<file path="config.mk">
export PLATFORM = sky130hd
export DESIGN_NAME = state_table_loader
export DESIGN_NICKNAME = d
export VERILOG_FILES = /design/src/rtl/state_table_loader.sv
export SDC_FILE = /design/constraint.sdc
export NUM_CORES = 2
export LEC_CHECK = 0
export ABC_AREA = 1
export ABC_CLOCK_PERIOD_IN_PS = 5100
export CORE_MARGIN = 4
export CORE_UTILIZATION = 30
export CTS_BUF_LIST = sky130_fd_sc_hd__clkbuf_4 sky130_fd_sc_hd__clkbuf_8 sky130_fd_sc_hd__clkbuf_16
export DETAILED_ROUTE_END_ITERATION = 10
export PLACE_DENSITY_LB_ADDON = 0.08
export RECOVER_POWER = 50
export SETUP_SLACK_MARGIN = 0.5
export SYNTH_ARGS = -nofsm -noshare
export SYNTH_HDL_FRONTEND = slang
export SYNTH_SLANG_ARGS = --single-unit
</file>
<file path="constraint.sdc">
create_clock -name clk -period 5.1 [get_ports clk]
set_input_delay 0.765 -clock clk [delete_from_list [all_inputs] [get_ports clk]]
set_output_delay 0.765 -clock clk [all_outputs]
set_load 0.005 [all_outputs]
</file>
<file path="src/rtl/state_table_loader.sv">
// state_table_loader: loads a host packet of state-table entries and exposes it to the loop FSM only while running.
module state_table_loader #(
  parameter int entry_sz_state = 48,
  parameter int dwidth_RFadd = 5
) (
  input  logic                      clk,
  input  logic                      rst,
  input  logic [entry_sz_state-1:0] s_entry_tdata,
  input  logic                      s_entry_tvalid,
  input  logic                      s_entry_tlast,
  output logic                      s_entry_tready,
  input  logic [dwidth_RFadd-1:0]   smart_ptr,
  output logic [entry_sz_state-1:0] entry_table,
  input  logic                      run_start,
  input  logic                      clear,
  input  logic                      done,
  output logic                      armed,
  output logic                      running,
  output logic                      run_done,
  output logic [dwidth_RFadd:0]     num_entries,
  output logic                      err_overflow
);
  localparam int DEPTH = 2**dwidth_RFadd;
  typedef enum logic [2:0] {IDLE, LOAD, DRAIN, ARMED, RUN} state_t;
  state_t state, state_nxt;
  logic [dwidth_RFadd-1:0] wr_ptr;
  logic [DEPTH-1:0] occupied;
  logic [entry_sz_state-1:0] mem [DEPTH];
  logic acc;
  assign acc = s_entry_tvalid & s_entry_tready;
  always_ff @(posedge clk)
    if (rst) state <= IDLE;
    else state <= state_nxt;
  always_comb begin
    state_nxt = state;
    case (state)
      IDLE:    if (acc) state_nxt = s_entry_tlast ? ARMED : LOAD;
      LOAD:    if (acc) state_nxt = s_entry_tlast ? ARMED : (&wr_ptr ? DRAIN : LOAD);
      DRAIN:   if (acc && s_entry_tlast) state_nxt = IDLE;
      ARMED:   state_nxt = clear ? IDLE : (run_start ? RUN : ARMED);
      RUN:     state_nxt = clear ? IDLE : (done ? ARMED : RUN);
      default: state_nxt = IDLE;
    endcase
  end
  always_comb begin
    s_entry_tready = state == IDLE || state == LOAD || state == DRAIN;
    armed = state == ARMED;
    running = state == RUN;
    entry_table = (state == RUN && occupied[smart_ptr]) ? mem[smart_ptr] : '0;
  end
  always_ff @(posedge clk)
    if (acc && (state == IDLE || state == LOAD))
      mem[state == IDLE ? '0 : wr_ptr] <= s_entry_tdata;
  always_ff @(posedge clk)
    if (rst) begin
      wr_ptr <= '0;
      occupied <= '0;
      num_entries <= '0;
      run_done <= 1'b0;
      err_overflow <= 1'b0;
    end else begin
      run_done <= state == RUN && done && !clear;
      if (acc && state == IDLE) begin
        occupied <= DEPTH'(1);
        err_overflow <= 1'b0;
        wr_ptr <= dwidth_RFadd'(1);
        num_entries <= s_entry_tlast ? (dwidth_RFadd+1)'(1) : '0;
      end
      if (acc && state == LOAD) begin
        occupied[wr_ptr] <= 1'b1;
        wr_ptr <= wr_ptr + 1'b1;
        if (s_entry_tlast) num_entries <= {1'b0, wr_ptr} + 1'b1;
        else if (&wr_ptr) begin
          err_overflow <= 1'b1;
          occupied <= '0;
          num_entries <= '0;
        end
      end
      // A clear drops the table so a later packet never inherits old occupancy
      if ((state == ARMED || state == RUN) && clear) begin
        occupied <= '0;
        num_entries <= '0;
      end
    end
endmodule

</file>
==> impl_metrics.tcl <==
set metrics [dict create \
    status "finished, violations left" \
    violations "max-capacitance violations, max-slew violations" \
    yosysSeqAreaShare_pct 73.00 \
    dr.max_layer_used "met4" \
    synth_area_leaders "edfxtp_1, nand2_1, nand3_1" \
    grt_max_degree 179 \
    fp-row-count 169 \
    drive_above_1_share_pct 8.120 \
    final_nets 5570 \
    yosys.area.top_type "edfxtp_1" \
    finalHoldViolCount 0 \
    pwr_density_cell_nw_per_um2 384.4 \
    grt_pass1_wl_mm 310.3 \
    cp_data_required_time_ns 4.34 \
    areaGrowthSynthToFinish_pct 15.56 \
    hold_buffers 0 \
    hold_path_class "reg2reg" \
    clockBufferDepth 3 \
    yosysMostFrequentCell "nand2_1" \
    min_period_over_period_pct 84.42 \
    finalWirelength_mm 217.0 \
    io_pins 119 \
    min_from "err_overflow" \
    synth_cells 5429 \
    netlist_area_um2 64500 \
    place_hpwl_mm 100.5 \
    fmax_mhz 232.3 \
    cts_setup_buffers 0 \
    synthFlopType "edfxtp_1" \
    worstMarginPinSlew_ns 2.781 \
    r2r_cells 7 \
    grt_pass1_vias 41670 \
    min_to "err_overflow" \
    cts.reportedPaths.clkPinSlew_ns 0.06 \
    rsz0062_at_grt "no" \
    synth_nets 5494 \
    synth_edf_count 1536 \
    synthArstFlopShare_pct 0 \
    max-vdd-ir-drop_v 0.0003538 \
    cts.sinks 1584 \
    place_congestion 0.7042 \
    via_per_inst 4.946 \
    portBuffers 118 \
    crit_fanout 50 \
    r2r_slack_ns 1.14 \
    antenna_found_initial 20 \
    grt.total_usage_pct 19.19 \
    dr_wl_met3_mm 9.640 \
    routed-wl-met2_mm 100.6 \
    core_area_um2 212900 \
    num_vias 41920 \
    cap_violations 3 \
    die_area_um2 222500 \
    r2r_end "mem[23][23]" \
    synth.distinct_cells 31 \
    clock_latency_ns 0.83 \
    yosys_warnings 0 \
    cts_tree "done" \
    firstDrtPassIters 5 \
    yosysTopAreaCellShare_pct 71.51 \
    crit_path_end_kind "primary output" \
    numCtsBuffers 183 \
    cp.arrival_ns 3.54 \
    finClkSkew_ns 0.03882 \
    root_buffer "clkbuf_16" \
    syn_area_per_cell_um2 11.88 \
    wl_met1_mm 102.6 \
    grt-ovfl-total 0 \
    tns_ns 0 \
    criticalPathCategory "in2out" \
    fin_crit_ns 4.305 \
    ctsResizeCount 0 \
    first_iter_violations 3634 \
    p_leak_nw 26.02 \
    finalPower_w 0.02865 \
    start_util_pct 30.29 \
    synth-seq-cells 1584 \
    final_antenna_net_count 0 \
    holdPathStages 2 \
    slew_viol_final 66 \
    max_slew_margin_pct -85.42 \
    cp-start-kind "input pin" \
    wl_per_cell_um 25.59 \
    die_y_um 471.7 \
    remaining_drc_errors 0 \
    die_width_um 471.7 \
    rr_startpoint "state[0]" \
    synth.top_cells.by_count "nand2_1, edfxtp_1, nand3_1, buf_2, nor2_1" \
    setup_viol_count_final 0 \
    h-tree-depth 4 \
]
==> where the power goes <==
| part | leakage [nW] | internal [W] | total, W | switching, W |
|---|---|---|---|---|
| Combinational | 8.91 | 0.000399 | 0.00161 | 0.00122 |
| Sequential | 14.2 | 0.0143 | 0.0144 | 0.0000153 |
| Clock | 2.89 | 0.00729 | 0.0127 | 0.00539 |
| Total | 26.0 | 0.0220 | 0.0286 | 0.00662 |
==> metrics by stage <==
step | hold WS (ns) | cells | instance area [µm²] | worst slack [ns] | util, %
after floorplan | 0.4301 | 5429 | 64500 | 1.044 | -
after global placement | 0.4649 | 8141 | 68840 | 0.8045 | 32.33
after detailed placement | 0.4647 | 8141 | 68840 | 0.8007 | 32.33
after CTS | 0.4736 | 8474 | 74610 | 0.7909 | 35.04
after global routing | 0.4937 | 8475 | 74530 | 0.6302 | 35.00
final | 0.4714 | 8477 | 74540 | 0.7947 | 35.01
==> cell usage in the layout, fill, tap and decap left out, types with 6 or more instances in the layout <==
cell             Yosys  routed
dlygate4sd3_1        0      49
nand3_1           1366    1366
clkbuf_4             0      53
nor2_4               0      28
dfxtp_1             48      48
nor3_1               5       6
inv_1               42      41
buf_12               1      54
a21oi_1             17      16
nor2_2              20      20
buf_4               33      57
clkbuf_1            52      11
o21ai_0             23      23
a22oi_1             21      21
nand2_1           1858    1858
nor2_1             117      89
clkinv_2             0      23
clkbuf_16            0     187
edfxtp_1          1536    1536
clkdlybuf4s50_1      0      64
clkinv_1             1      48
==> cell type report <==
class                           count  area, µm²
Antenna cell                        3      7.507
Clock buffer                      242       5105
Clock inverter                     91      671.9
Fill cell                       20990     138400
Inverter                           46      202.7
Multi-Input combinational cell   3450      15190
Sequential cell                  1584      47090
Tap cell                         2821       3530
Timing Repair Buffer              240       2743
==> per-layer routing <==
metal	track usage, %	vias to the layer above
met2	30.87	937
met4	4.141	0
met5	0	-
met3	2.886	272
met1	27.49	21390
li1	-	19330
==> logic make-up after synthesis <==
logic type	after synthesis	share of synthesized area [%]
and+or+nand+nor	3373	22.42
DFF	1584	73.00
buffers and inverters	395	3.796
AOI/OAI and AO/OA	70	0.6673
adders and majority gates	5	0.09699
xor gates and xnor gates	2	0.02716
==> how the worst max path moves through the flow <==
stage,slack (ns),end,from,cells after the start
2_1_floorplan,1.04,mem[11][0],s_entry_tvalid,5
3_3_place_gp,0.80,entry_table[4],smart_ptr[0],13
3_5_place_dp,0.80,entry_table[4],smart_ptr[0],13
4_1_cts,0.79,entry_table[4],smart_ptr[0],13
5_1_grt,0.63,entry_table[0],smart_ptr[0],12
6_report,0.79,entry_table[4],smart_ptr[0],13
==> critical path, cell delays in order <==
cell and delay, ns:
buf_8 0.17, inv_8 0.36, buf_12 0.31, buf_4 0.46, nand2_1 0.10, nand3_1 0.09
nand3_1 0.09, nand3_1 0.11, nand2_1 0.09, nand2_1 0.06, nand2_1 0.05, nor2_1 0.22
clkdlybuf4s50_1 0.57
==> sequential cells by signal, indices dropped and copies added, names as in the netlist <==
name,cells
state,3
occupied,32
mem,1536
run_done,1
num_entries,6
err_overflow,1
wr_ptr,5
Power figures use the tool's default switching activity.
